**config.mk**
```make
export PLATFORM = sky130hd
export DESIGN_NAME = noc_out_arbiter
export DESIGN_NICKNAME = d
export VERILOG_FILES = /design/src/rtl/noc_pkg.sv /design/src/rtl/noc_rr_pick.sv /design/src/rtl/noc_out_arbiter.sv
export SDC_FILE = /design/constraint.sdc
export NUM_CORES = 1
export LEC_CHECK = 0
export ABC_AREA = 1
export CORE_MARGIN = 2
export CORE_UTILIZATION = 42
export DETAILED_ROUTE_END_ITERATION = 8
export GPL_ROUTABILITY_DRIVEN = 0
export PLACE_DENSITY = 0.82
export SLEW_MARGIN = 20
export SYNTH_ARGS = -nofsm -noshare
export SYNTH_HDL_FRONTEND = slang
export SYNTH_SLANG_ARGS = --single-unit
export TNS_END_PERCENT = 30
```
**constraint.sdc**
```tcl
create_clock -name clk -period 3.74 [get_ports clk]
set_input_delay 1.122 -clock clk [delete_from_list [all_inputs] [get_ports clk]]
set_output_delay 1.122 -clock clk [all_outputs]
set_load 0.01 [all_outputs]
```
**src/rtl/noc_pkg.sv**
```systemverilog
// Shared definitions for the mesh router: flit field layout, port indices
// and the output-arbiter state encoding.
package noc_pkg;

    localparam int FLIT_W   = 37;
    localparam int DATA_MSB = 36;
    localparam int DATA_LSB = 5;
    localparam int END_BIT  = 4;
    localparam int DEST_MSB = 3;
    localparam int DEST_LSB = 0;

    localparam int PORT_L = 0;
    localparam int PORT_N = 1;
    localparam int PORT_E = 2;
    localparam int PORT_S = 3;
    localparam int PORT_W = 4;

    localparam int NPORTS = 5;
    localparam int IDX_W  = 3;

    typedef enum logic {
        ST_IDLE   = 1'b0,
        ST_LOCKED = 1'b1
    } arb_state_e;

    function automatic logic flit_is_end(input logic [FLIT_W-1:0] flit);
        return flit[END_BIT];
    endfunction

endpackage

```
**src/rtl/noc_rr_pick.sv**
```systemverilog
// Round-robin picker: first set request searching upward from last_i + 1,
// wrapping modulo NREQ. Purely combinational.
module noc_rr_pick
    import noc_pkg::*;
#(
    parameter int NREQ  = 5,
    parameter int PIDX_W = 3
) (
    input  logic [NREQ-1:0]   req_i,
    input  logic [PIDX_W-1:0] last_i,
    output logic              found_o,
    output logic [PIDX_W-1:0] idx_o
);

    // Walk candidates farthest-first so the nearest hit after last_i wins
    always_comb begin
        int cand;
        cand    = 0;
        found_o = 1'b0;
        idx_o   = '0;
        for (int k = NREQ; k >= 1; k--) begin
            cand    = (int'(last_i) + k) % NREQ;
            found_o = found_o | req_i[PIDX_W'(cand)];
            idx_o   = req_i[PIDX_W'(cand)] ? PIDX_W'(cand) : idx_o;
        end
    end

endmodule

```
**src/rtl/noc_out_arbiter.sv**
```systemverilog
// Per-output-port wormhole arbiter with a one-entry registered output buffer.
// A granted input owns the link until its end-bit flit enters the buffer.
module noc_out_arbiter
    import noc_pkg::*;
#(
    parameter int NREQ   = 5,
    parameter int FLIT_W = 37,
    parameter int CNT_W  = 16
) (
    input  logic                   clk,
    input  logic                   reset,
    input  logic [NREQ-1:0]        req_valid,
    input  logic [NREQ*FLIT_W-1:0] req_flit,
    output logic [NREQ-1:0]        req_ready,
    output logic                   out_valid,
    output logic [FLIT_W-1:0]      out_flit,
    input  logic                   out_ready,
    output logic [2:0]             grant_idx,
    output logic                   busy,
    output logic [CNT_W-1:0]       pkt_cnt
);

    arb_state_e          state_q, state_d;
    logic [IDX_W-1:0]    grant_q, grant_d;
    logic [IDX_W-1:0]    last_q, last_d;
    logic                out_valid_q, out_valid_d;
    logic [FLIT_W-1:0]   out_flit_q, out_flit_d;
    logic [CNT_W-1:0]    cnt_q, cnt_d;

    logic                pick_found_s;
    logic [IDX_W-1:0]    pick_idx_s;
    logic                sel_valid_s;
    logic [FLIT_W-1:0]   sel_flit_s;
    logic                locked_s;
    logic                can_load_s;
    logic                xfer_s;

    noc_rr_pick #(
        .NREQ   (NREQ),
        .PIDX_W (IDX_W)
    ) u_pick (
        .req_i   (req_valid),
        .last_i  (last_q),
        .found_o (pick_found_s),
        .idx_o   (pick_idx_s)
    );

    assign locked_s   = (state_q == ST_LOCKED);
    // Buffer can take a flit when empty or when it drains this same cycle
    assign can_load_s = !out_valid_q || out_ready;
    assign xfer_s     = locked_s && sel_valid_s && can_load_s;

    // Mux out the valid and flit of the currently granted input
    always_comb begin
        sel_valid_s = 1'b0;
        sel_flit_s  = '0;
        for (int i = 0; i < NREQ; i++) begin
            sel_valid_s = (grant_q == IDX_W'(i)) ? req_valid[i] : sel_valid_s;
            sel_flit_s  = (grant_q == IDX_W'(i)) ? req_flit[i*FLIT_W +: FLIT_W] : sel_flit_s;
        end
    end

    // Handshake back to the inputs; only the lock owner may be consumed
    always_comb begin
        req_ready = '0;
        for (int i = 0; i < NREQ; i++) begin
            req_ready[i] = locked_s && (grant_q == IDX_W'(i)) && req_valid[i] && can_load_s;
        end
    end

    // Next-state: arbitration, lock release and output buffer update
    always_comb begin
        state_d     = state_q;
        grant_d     = grant_q;
        last_d      = last_q;
        cnt_d       = cnt_q;
        out_flit_d  = out_flit_q;
        out_valid_d = out_valid_q;

        case (state_q)
            ST_IDLE: begin
                if (pick_found_s) begin
                    grant_d = pick_idx_s;
                    state_d = ST_LOCKED;
                end else begin
                    state_d = ST_IDLE;
                end
            end
            ST_LOCKED: begin
                if (xfer_s && flit_is_end(sel_flit_s)) begin
                    last_d  = grant_q;
                    cnt_d   = cnt_q + CNT_W'(1);
                    state_d = ST_IDLE;
                end else begin
                    state_d = ST_LOCKED;
                end
            end
            default: begin
                state_d = ST_IDLE;
            end
        endcase

        if (xfer_s) begin
            out_flit_d  = sel_flit_s;
            out_valid_d = 1'b1;
        end else if (out_valid_q && out_ready) begin
            out_valid_d = 1'b0;
        end else begin
            out_valid_d = out_valid_q;
        end
    end

    // State and output registers; reset drops any partial packet at once
    always_ff @(posedge clk or posedge reset) begin
        if (reset) begin
            state_q     <= ST_IDLE;
            grant_q     <= '0;
            last_q      <= IDX_W'(NREQ - 1);
            cnt_q       <= '0;
            out_flit_q  <= '0;
            out_valid_q <= 1'b0;
        end else begin
            state_q     <= state_d;
            grant_q     <= grant_d;
            last_q      <= last_d;
            cnt_q       <= cnt_d;
            out_flit_q  <= out_flit_d;
            out_valid_q <= out_valid_d;
        end
    end

    assign out_valid = out_valid_q;
    assign out_flit  = out_flit_q;
    assign grant_idx = grant_q;
    assign busy      = locked_s;
    assign pkt_cnt   = cnt_q;

endmodule

```
* Yosys cells after proc, flatten, opt, wreduce, memory -nomap -nowiden
Index checks and enable logic that the tools add are counted.
Cells by class: equal/unequal tests 4, div/mod/pow operators 5, $mul 0, order comparisons 5, add/sub/neg operators 6, shift-type cells 0, bitwise logic cells 5, mux-type cells 35, reduce and logical (&&, ||, !) cells 25
Operators by type and width (count):
- $mux W37 | 5
- $mod A32 B4 Y32 const B | 5
- $lt A3 B5 Y1 const B | 5
- $logic_and A1 B1 Y1 | 19
- $mux W1 | 19
- $add A16 B1 Y16 const B | 1
- $bmux W1 S3 | 5
- $mux W3 | 5
- $add A3 B2 Y4 const B | 2
- $add A3 B3 Y4 const B | 2
- $eq A3 B2 Y1 const B | 2
- $add A3 B1 Y4 const B | 1
- $or A1 B1 Y1 | 4
- $reduce_and A2 Y1 | 2
- $eq A3 B1 Y1 const B | 1
- $eq A3 B3 Y1 const B | 1
- $logic_not A3 Y1 | 1
- $pmux W1 S2 | 1
- $reduce_bool A2 Y1 | 1
- $logic_not A1 Y1 | 1
- $logic_or A1 B1 Y1 | 1
- $not A1 Y1 | 1
Storage, ports and cells: word-level logic and storage cells 91, memories 0, input bits 193, RAM bits 0, bits in registers 61, bits in latches 0, memory bits (read-only) 0

* Depth between registers and ports, before layout
word-level depth 11, depth in mapped cells 27, gate-level depth less buffers 26

* Hierarchy
A second synthesis with hierarchy kept.
Second synthesis, totals: cell total of the unflattened synthesis 966, area total of the unflattened synthesis 6082.1 µm²
By module, submodules not included:
- noc_out_arbiter | cells each 696, instances 1, area each 4434.3 µm²
- noc_rr_pick | cells each 270, instances 1, area each 1647.8 µm²

* Worst setup path after synthesis
No wires, ideal clock.
path kind reg2reg, start reg last_q[0], end reg grant_q[0] (netlist: grant_idx[0]), cell stages (with the launch flop) 25, setup time 116 ps, path buffers 1, slack 547 ps, arrival time 3077 ps, period minus slack after synthesis 3193 ps, cell sequence dfrtp_1 -> buf_4 -> clkinv_1 -> ha_1 -> ha_1 -> inv_1 -> nand4_2 -> nand2_1 -> xor2_1 -> ha_1 -> nand2_1 -> nand3_2 -> nand2_2 -> nand2_1 -> nand2_1 -> inv_2 -> nand3_2 -> nand2_1 -> nand2_1 -> nand2_1 -> nand3_2 -> nand2_4 -> nor2_1 -> nand2_1 -> nand2_1
Between the ends: cells in the longest elaborated chain, start to end 10, elaborated cells on any way between the ends 35, those cells by class add/sub: 5; div: 5; mux: 20; bitwise: 4; reduce/logical: 1
Ends and longest elaborated chain:
- start, declared | line noc_out_arbiter.sv:25 | logic [IDX_W-1:0] last_q, last_d;
- start signal, assigned | line noc_out_arbiter.sv:118 | last_q <= IDX_W'(NREQ - 1);
- start signal, assigned | line noc_out_arbiter.sv:125 | last_q <= last_d;
- $add A3 B3 Y4 | line noc_rr_pick.sv:22 | cand = (int'(last_i) + k) % NREQ;
- $mod A32 B4 Y32 | line noc_rr_pick.sv:22
- $bmux W1 S3 | line noc_rr_pick.sv:23, noc_rr_pick.sv:24
- $mux W1 (not written as such) (2 in series) | line noc_rr_pick.sv:23, noc_rr_pick.sv:24
- $mux W3 / $or A1 B1 Y1 (equally long branches) (4 in series) | line noc_rr_pick.sv:24, noc_rr_pick.sv:23
- $mux W3 / $reduce_and A2 Y1 (equally long branches)
- end signal, assigned | line noc_out_arbiter.sv:124 | grant_q <= grant_d;
- end, declared | line noc_out_arbiter.sv:24 | logic [IDX_W-1:0] grant_q, grant_d;
Several ways; a longest one is shown, not always the timed one. The select of a mux whose other input is x is not followed. A chain may end at the register's enable or synchronous reset.

* Final worst setup path
start in out_ready, end out req_ready[0]
Between the ends: cells in the longest elaborated chain, start to end 2
Ends and longest elaborated chain:
- start, declared | line noc_out_arbiter.sv:17 | input logic out_ready,
- $logic_or A1 B1 Y1 | line noc_out_arbiter.sv:50 | assign can_load_s = !out_valid_q || out_ready;
- $logic_and A1 B1 Y1 | line noc_out_arbiter.sv:67 | req_ready[i] = locked_s && (grant_q == IDX_W'(i)) && req_valid[i] && can_load_s;
- end, declared | line noc_out_arbiter.sv:14 | output logic [NREQ-1:0] req_ready,
No other way between the ends.

==> metrics.cfg <==
[synth]
synthXorXnorAreaFrac = 0.03223
synthCells = 814
synth_top_family_by_area = simple AND/OR/NAND/NOR gates
yosysMostFrequentCell = nand2_1
syn-cell-area_sq_um = 5435
synth_edf_count = 0
ys_seq_elements = 61
syn_avg_cell_area_sq_um = 6.677
synth_area_leaders = dfrtp_1 (28%), nand2_1 (14%), nand3_1 (11%)
ys_warn_count = 0
synth_nets = 1032
synth_top_area_share = 0.2762
synth_fa_ha_area_frac = 0.05755
yosysUniqueCellTypes = 42
synth_compound_area_frac = 0.1499
synth.largest_area_cell = dfrtp_1
synth_flop_cell = dfrtp_1
ys_seq_area_frac = 0.2811
synthSimpleGateAreaFrac = 0.3890
synth_commonest_cells = nand2_1 (203), nand3_1 (117), inv_1 (67), dfrtp_1 (60), nor2_1 (48)
synthArstFlopShare = 1.000
synthMuxAreaShare = 0

[cells_and_area]
antenna_cells = 0
final_cell_area_sq_um = 8477
ff_latch_area_sq_um = 1529
drive_above_1_share = 0.08663
fin_nets = 1277
area_delta_synth_final_pct = 55.96
fin_cells = 1234
utilization = 0.6717
multi_input_area_sq_um = 3427
nFillCells = 1150

[setup_path]
worstPathCellList = clkdlybuf4s50_1 > inv_1 > nand2_1 > nand2_1 > nor3_1 > clkdlybuf4s50_1
critical_path.max_stage_delay_ps = 560
endpoint_kind = output port
path_class = in -> out
start_kind = primary input
critPathTopFamily = buffers and inverters
cp_slowest_cell = clkdlybuf4s50_1
worstPathArrival_ps = 2500
cp_data_required_time_ps = 2620
worstPathMaxFanout = 5
crit_buf_inv = 3

[power_and_ir_drop]
power_density_nw_per_um2 = 814.4
power_leakage_nw = 3.801
ir_drop_v = 0.0003830
finalPower_mw = 6.904

[cts]
ctsRootBufferMaster = clkbuf_16
insertion_delay_ps = 330
numCtsBuffers = 9
cts_tree = yes
clkTransAtPathRegs_ps = 60
clock_sinks = 61
clockBufferDepth = 2
htreeDepth = 3
holdBufCountCts = 0

[flow_run]
maxCapViolCount = 0

[global_routing]
antenna_found_initial = 0
grt_pass1_wl_mm = 30.67
grt_pass1_vias = 6021
grt_max_degree = 61
grt.total_usage = 0.2758
grt_remaining_overflow = 0

[placement]
placed_cells_incl_taps = 1220
io_buffers = 255
place_area_sq_um = 8194
dp_worst_setup_slack_ps = 64.06
dpl.hpwl_mm = 15.11

[sta]
rsz0062_at_grt = true
tns_ps = 0
setup_viol = 0
layout_setup_ws_ps = 113.0
holdWs_ps = 472.4
finClkSkew_ps = 11.90
finalMaxSlewViolations = 0
clock.fmax_mhz = 275.7
hold_viol_final = 0
maxSlewHeadroom = 0.5714
tightest_slew_ps = 642.9
period_share = 0.9698
fin_crit_ps = 3627

[run_status]
outcome = finished clean

[die]
core_sq_um = 12620
rows = 41
die_area_sq_um = 13870
die_x_um = 117.8
ios = 256
die_y_um = 117.8
start_util = 0.4307

[route]
vias = 6412
postRouteAntennaNets = 0
wl_per_cell_um = 15.83
viasPerCell = 5.196
dr.pass1.iters = 5
wirelength_mm = 19.53
drt_iter0_drc = 465
drc = 0

[hold_path]
holdCritPathClass = reg -> reg

[logic make-up after synthesis]
| family | after synthesis |
|---|---|
| XOR/XNOR | 20 |
| flip-flops | 61 |
| AO/OA/AOI/OAI | 132 |
| buffers and inverters | 123 |
| adder cells (fa/ha/maj) | 25 |
| AND/OR/NAND/NOR | 453 |
[final cells by class]
cell class              instances  share of cell area
well taps                     172             0.02539
inverters                      80             0.03616
clock inverters                 5            0.006347
flip-flops and latches         61              0.1804
multi-input cells             630              0.4043
clock buffers                   9             0.02657
repair buffers                277              0.3209
[layout by cell type (no fill, tap or decap), types with 2 or more instances in the layout]
cell,synthesis,routed
inv_1,67,66
nand2_4,4,4
a31oi_1,17,17
nor2_4,1,2
clkdlybuf4s50_1,0,254
o21ai_2,3,3
dfrtp_1,60,59
nor2_2,3,2
nor4_1,2,2
xnor2_1,7,7
ha_1,25,25
nor3_1,10,9
clkbuf_16,0,9
clkinv_2,1,4
nand2_2,20,20
buf_4,2,22
o21ai_1,4,4
nand4_1,30,30
o21ai_0,47,47
nand3_1,117,117
nand3_2,6,6
a21oi_1,23,23
inv_2,9,10
nor2_1,48,48
a21o_1,15,15
nand3b_1,2,2
clkinv_1,2,2
a41oi_1,21,21
nand2_1,203,203
or2_2,2,2
xor2_1,13,13
[report_power, final]
part | leakage, nW | switching [mW] | internal, mW
logic | 2.93 | 2.98 | 1.97
clock network | 0.141 | 0.293 | 0.505
registers | 0.731 | 0.213 | 0.944
total | 3.80 | 3.49 | 3.42
[state kept, by name, summed over array words and instances (netlist names)]
| signal | flops |
|---|---|
| busy | 1 |
| out_flit | 37 |
| out_valid | 1 |
| pkt_cnt | 16 |
| last_q | 3 |
| grant_idx | 3 |
[layer usage]
metal / up-vias / part of all wire / GRT usage / routed length (um)
met1: 2904 / 0.41 / 0.3336 / 8061
li1: 3245 / - / - / -
met5: - / 0 / 0 / 0
met4: 0 / 0.025 / 0.08283 / 493
met2: 231 / 0.50 / 0.4876 / 9713
met3: 32 / 0.065 / 0.06153 / 1262
[worst register-to-register path: stages (launching register included)]
cell and delay, ps:
dfrtp_2 460, inv_1 260, ha_1 330, o21ai_2 180, nand2_1 90, nand2_1 60, nand2_1 40, inv_1 70
ha_1 130, inv_1 50, or2_2 260, nand3_1 110, nand3_1 170, nand2_1 160, nand2_1 60, nand3_1 80
nand2_1 50, nand2_1 70, nand2_1 110, nor2_1 130, nand3_2 100, nand2_4 100, nor2_1 50, nand2_1 50
nand2_1 50
[path summary, 6_finish.rpt]
path	to	cells past startpoint	start	slack, ps
min	out_flit[28]$_DFFE_PP0P_	1	out_flit[28]$_DFFE_PP0P_	470
max	req_ready[0]	6	out_ready	110
max in group asynchronous	pkt_cnt[2]$_DFFE_PP0P_	3	reset	1920
max reg2reg	grant_idx[1]$_DFFE_PP0P_	24	last_q[1]$_DFFE_PP0P_	390
min reg2reg	out_flit[28]$_DFFE_PP0P_	1	out_flit[28]$_DFFE_PP0P_	470
min in group asynchronous	grant_idx[0]$_DFFE_PP0P_	2	reset	1140
[what timing repair did]
item	4_1_cts	5_1_grt
setup endpoints to repair	0	5
gates resized for setup	0	2
buffers inserted	0	0
(Power assumes the default switching activity.)
